==> src/rtl/kgp_pkg.sv <==
// Shared definitions for the KGP-RISC sequencer: opcodes, FSM encoding, field positions.
package kgp_pkg;

    localparam logic [5:0] OP_BR   = 6'b000110;
    localparam logic [5:0] OP_BLTZ = 6'b000111;
    localparam logic [5:0] OP_BZ   = 6'b001000;
    localparam logic [5:0] OP_BNZ  = 6'b001001;
    localparam logic [5:0] OP_BCY  = 6'b001101;
    localparam logic [5:0] OP_BNCY = 6'b001110;
    localparam logic [5:0] OP_HALT = 6'b111111;

    localparam logic [2:0] StIdle    = 3'd0;
    localparam logic [2:0] StFetch   = 3'd1;
    localparam logic [2:0] StDecode  = 3'd2;
    localparam logic [2:0] StExecute = 3'd3;
    localparam logic [2:0] StResolve = 3'd4;
    localparam logic [2:0] StHalt    = 3'd5;

    localparam int unsigned OPC_MSB = 31;
    localparam int unsigned OPC_LSB = 26;

    // Bit positions inside the {sign, carry, zero} flag register.
    localparam int unsigned FLAG_S = 2;
    localparam int unsigned FLAG_C = 1;
    localparam int unsigned FLAG_Z = 0;

    function automatic logic [5:0] get_opcode(input logic [31:0] ins);
        return ins[OPC_MSB:OPC_LSB];
    endfunction

endpackage

==> src/rtl/branch_cond.sv <==
// Combinational jump-condition decoder: classifies the opcode and evaluates it on the flags.
module branch_cond
    import kgp_pkg::*;
(
    input  logic [5:0] opcode,
    input  logic [2:0] flags,
    output logic       is_jump,
    output logic       take
);

    always_comb begin
        is_jump = 1'b1;
        take    = 1'b0;
        case (opcode)
            OP_BR:   take = 1'b1;
            OP_BLTZ: take = flags[FLAG_S];
            OP_BZ:   take = flags[FLAG_Z];
            OP_BNZ:  take = !flags[FLAG_Z];
            OP_BCY:  take = flags[FLAG_C];
            OP_BNCY: take = !flags[FLAG_C];
            default: is_jump = 1'b0;
        endcase
    end

endmodule

==> src/rtl/branch_sequencer.sv <==
// Multi-cycle KGP-RISC sequencer owning PC and flags: FETCH, DECODE, EXECUTE, RESOLVE.
// Optional branch statistics counters are built when BRANCH_STATS_EN is defined.
module branch_sequencer
    import kgp_pkg::*;
#(
    parameter int unsigned          ADDR_W   = 32,
    parameter logic [ADDR_W-1:0]    RESET_PC = '0,
    parameter int unsigned          CNT_W    = 16
) (
    input  logic              clk,
    input  logic              rst,
    input  logic              start,
    output logic              imem_req,
    output logic [ADDR_W-1:0] imem_addr,
    input  logic              imem_ack,
    input  logic [31:0]       imem_data,
    output logic [31:0]       instr,
    output logic              instr_valid,
    output logic              exec_en,
    input  logic              exec_done,
    input  logic              flag_we,
    input  logic              alu_sign,
    input  logic              alu_carry,
    input  logic              alu_zero,
    input  logic [ADDR_W-1:0] branch_target,
    output logic [ADDR_W-1:0] pc,
    output logic              taken,
    output logic              halted,
`ifdef BRANCH_STATS_EN
    output logic [CNT_W-1:0]  taken_cnt,
    output logic [CNT_W-1:0]  not_taken_cnt,
`endif
    output logic [2:0]        flags
);

    logic [2:0]        state_q, state_d;
    logic [ADDR_W-1:0] pc_q, pc_d;
    logic [31:0]       instr_q, instr_d;
    logic [2:0]        flags_q, flags_d;
    logic              is_jump;
    logic              take;

    branch_cond u_branch_cond (
        .opcode  (get_opcode(instr_q)),
        .flags   (flags_q),
        .is_jump (is_jump),
        .take    (take)
    );

    always_comb begin
        state_d = state_q;
        pc_d    = pc_q;
        instr_d = instr_q;
        flags_d = flags_q;
        case (state_q)
            StIdle: begin
                if (start) state_d = StFetch;
            end
            StFetch: begin
                if (imem_ack) begin
                    instr_d = imem_data;
                    state_d = StDecode;
                end
            end
            StDecode: begin
                state_d = (get_opcode(instr_q) == OP_HALT) ? StHalt : StExecute;
            end
            StExecute: begin
                if (exec_done) begin
                    if (flag_we) flags_d = {alu_sign, alu_carry, alu_zero};
                    state_d = StResolve;
                end
            end
            StResolve: begin
                // Target is forced word-aligned; fall-through wraps naturally.
                if (take) pc_d = {branch_target[ADDR_W-1:2], 2'b00};
                else      pc_d = pc_q + ADDR_W'(4);
                state_d = StFetch;
            end
            StHalt: begin
                state_d = StHalt;
            end
            default: begin
                state_d = StIdle;
            end
        endcase
    end

    always_ff @(posedge clk) begin
        if (rst) begin
            state_q <= StIdle;
            pc_q    <= RESET_PC;
            instr_q <= '0;
            flags_q <= '0;
        end else begin
            state_q <= state_d;
            pc_q    <= pc_d;
            instr_q <= instr_d;
            flags_q <= flags_d;
        end
    end

    assign imem_req    = (state_q == StFetch);
    assign imem_addr   = pc_q;
    assign instr       = instr_q;
    assign instr_valid = (state_q == StDecode);
    assign exec_en     = (state_q == StExecute);
    assign pc          = pc_q;
    assign taken       = (state_q == StResolve) && take;
    assign halted      = (state_q == StHalt);
    assign flags       = flags_q;

`ifdef BRANCH_STATS_EN
    logic [CNT_W-1:0] taken_cnt_q, not_taken_cnt_q;

    always_ff @(posedge clk) begin
        if (rst) begin
            taken_cnt_q     <= '0;
            not_taken_cnt_q <= '0;
        end else if ((state_q == StResolve) && is_jump) begin
            if (take) begin
                if (taken_cnt_q != '1) taken_cnt_q <= taken_cnt_q + CNT_W'(1);
            end else begin
                if (not_taken_cnt_q != '1) not_taken_cnt_q <= not_taken_cnt_q + CNT_W'(1);
            end
        end
    end

    assign taken_cnt     = taken_cnt_q;
    assign not_taken_cnt = not_taken_cnt_q;

    logic unused_bits;
    assign unused_bits = ^branch_target[1:0];
`else
    logic unused_bits;
    assign unused_bits = ^{branch_target[1:0], is_jump, (CNT_W != 0)};
`endif

endmodule

==> config.mk <==
export PLATFORM = sky130hd
export DESIGN_NAME = branch_sequencer
export DESIGN_NICKNAME = d
export VERILOG_FILES = /design/src/rtl/kgp_pkg.sv /design/src/rtl/branch_cond.sv /design/src/rtl/branch_sequencer.sv
export SDC_FILE = /design/constraint.sdc
export NUM_CORES = 1
export LEC_CHECK = 0
export ABC_AREA = 1
export BUFFER_PORTS_ARGS = -buffer_cell sky130_fd_sc_hd__buf_2
export CORE_MARGIN = 4
export CORE_UTILIZATION = 45
export DETAILED_ROUTE_END_ITERATION = 8
export PLACE_DENSITY = 0.84
export SETUP_SLACK_MARGIN = 0.02
export SLEW_MARGIN = 20
export SYNTH_ARGS = -nofsm -noshare
export SYNTH_HDL_FRONTEND = slang
export SYNTH_HIERARCHICAL = 1
export SYNTH_SLANG_ARGS = --single-unit
==> constraint.sdc <==
create_clock -name clk -period 2.2 [get_ports clk]
set_input_delay 0.55 -clock clk [delete_from_list [all_inputs] [get_ports clk]]
set_output_delay 0.55 -clock clk [all_outputs]
set_load 0.05 [all_outputs]
==> impl_metrics.json <==
{
  "status": "completed",
  "ys_warn_count": 6,
  "worstMarginPinSlew_ns": 0.636,
  "port_buffers": 170,
  "irDropWorstVdd_uv": 376,
  "r2r_setup_slack_ns": 0.50,
  "crit_path_end": "taken",
  "setup_viol": 0,
  "hold_viol": 0,
  "rows": 34,
  "holdBufCountCts": 0,
  "syn_inst": 629,
  "gp_congestion": 0.831,
  "cts_buffer_depth": 2,
  "multi_input_area_um2": 2210,
  "comb_power_share_pct": 18.9,
  "p_leak_nw": 2.62,
  "reg2reg_depth": 10,
  "syn_avg_cell_area_um2": 6.53,
  "grt_pass1_wl_um": 18600,
  "skew_ns": 0.0113,
  "wl_per_cell_um": 12.6,
  "n_fill_cell": 848,
  "r2r-end": "imem_addr[24]",
  "slew_headroom_pct": 57.5,
  "cts-root-buf": "clkbuf_8",
  "crit_type": "reg -> out",
  "slew_violations": 0,
  "fmax_ghz": 0.482,
  "drc_errors": 0,
  "grt_overflow": 0,
  "totalWireLength_um": 11100,
  "period_minus_slack_ns": 2.07,
  "io_pins": 177,
  "r2r-start": "imem_addr[2]",
  "postRouteAntennaNets": 0,
  "drive_gt1_share_pct": 34.7,
  "critPathLaunchType": "register",
  "hold_class": "in -> reg",
  "swShare_pct": 31.7,
  "cts_made_buffers": 9,
  "htreeDepth": 3,
  "grt_use_total_pct": 20.5,
  "cts_tree": "done",
  "grt_max_degree": 41,
  "rsz0062_at_grt": "false",
  "grt_pass1_vias": 4031,
  "core_area_um2": 8810,
  "final.setup.tns_ns": 0,
  "crit_start": "instr[31]",
  "start_util_pct": 46.7,
  "cp.required_ns": 1.65,
  "power.internal_mw": 2.14,
  "antenna_found_initial": 0,
  "worstPathArrival_ns": 1.52,
  "dieWidth_um": 104,
  "syn_to_final_growth_pct": 24.4,
  "hpwlAfterDp_um": 8360,
  "maxCapViolations": 0,
  "num_antenna_cells": 0,
  "netlist_area_um2": 4110,
  "chipHeight_um": 104,
  "powerDensity_nw_per_um2": 614,
  "viasPerCell": 4.86,
  "clkTransAtPathRegs_ns": 0.09,
  "p_seq_share_pct": 42.6,
  "clock_sinks": 68,
  "crit_path_max_fanout": 7,
  "worst_setup_path_end_kind": "output port",
  "total_power_mw": 3.14,
  "nNetsFinal": 841,
  "insertion_delay_ns": 0.35,
  "dieArea_um2": 10700,
  "ff_latch_area_um2": 1370,
  "firstDrtPassIters": 5,
  "vias": 4277,
  "p_sw_mw": 0.996,
  "min_period_over_period_pct": 94.3,
  "clock_power_share_pct": 38.5,
  "dr.first_iter.drc_count": 193
}
-- layout make-up --
| class | instances | share of cell area, % |
|---|---|---|
| multi-input cells | 457 | 43.3 |
| flip-flops and latches | 68 | 26.8 |
| repair buffers | 183 | 19.1 |
| inverters | 48 | 3.62 |
| clock buffers | 10 | 2.69 |
| well taps | 108 | 2.64 |
| clock inverters | 6 | 1.86 |
-- metal layers --
metal  global-route usage [%]  up-vias  share of wire (%)
li1                         -     2234                  -
met1                     24.5     1878                 43
met2                     35.8      155                 48
met3                     6.34       10                8.7
met4                     5.60        0                1.0
met5                        0        -                  0
-- critical path, stage by stage (launching register included) --
cell     delay, ns
dfxtp_4       0.36
buf_6         0.12
nor2_4        0.09
nand3_1       0.09
nand2_2       0.06
nand2_1       0.05
nand2_2       0.10
nand2_4       0.07
inv_6         0.08
buf_8         0.14
-- power groups by stage --
stage	Sequential, mW	Combinational, mW	Clock (mW)
floorplan	1.56	0.226	0
CTS	1.34	0.581	1.23
global placement	1.36	0.577	0
finish	1.34	0.594	1.21
global route	1.34	0.645	1.28
detailed placement	1.36	0.580	0
-- timing repair --
item / 4_1_cts / 5_1_grt
pin swaps: 0 / 6
gates cloned: 0 / 0
endpoints found under the setup margin: 1 / 1
resized for setup: 4 / 10
buffers inserted: 0 / 4
-- placed cells by master (no fill, tap or decap), types with 10 or more instances in the layout --
cell and count:
inv_2 11, dfxtp_1 63, inv_1 36, nor2_2 10, o21ai_0 38, nand2_1 135
buf_4 11, nor2_1 131, a21oi_2 10, nor2_4 10, nand3_1 34, nand2_2 13
buf_2 169, clkbuf_8 10, a21oi_1 29
-- stage by stage --
stage	util (%)	cell area, µm²	hold WS, ns	instances	setup slack, ns
floorplan	-	4120	0.591	632	0.0998
global placement	54.6	4810	0.475	860	0.270
detailed placement	54.6	4810	0.484	860	0.254
CTS	57.4	5050	0.406	876	0.0614
global route	58.1	5110	0.410	880	0.0264
finish	58.1	5110	0.416	880	0.125
-- state kept, by name (all words and copies together), names as in the netlist --
| register | cells |
|---|---|
| flags | 3 |
| imem_addr | 30 |
| instr | 32 |
| state_q | 3 |
-- worst min-delay path by stage --
stage                        from         end  slack [ns]  cells after the start
finish              imem_data[13]   instr[13]        0.42                      3
global route        imem_data[13]   instr[13]        0.41                      3
CTS                 imem_data[14]   instr[14]        0.41                      3
detailed placement       instr[7]    instr[7]        0.48                      2
global placement         instr[7]    instr[7]        0.47                      2
floorplan              state_q[1]  state_q[0]        0.59                      2
Note: power is estimated with default switching activity, not from simulation.
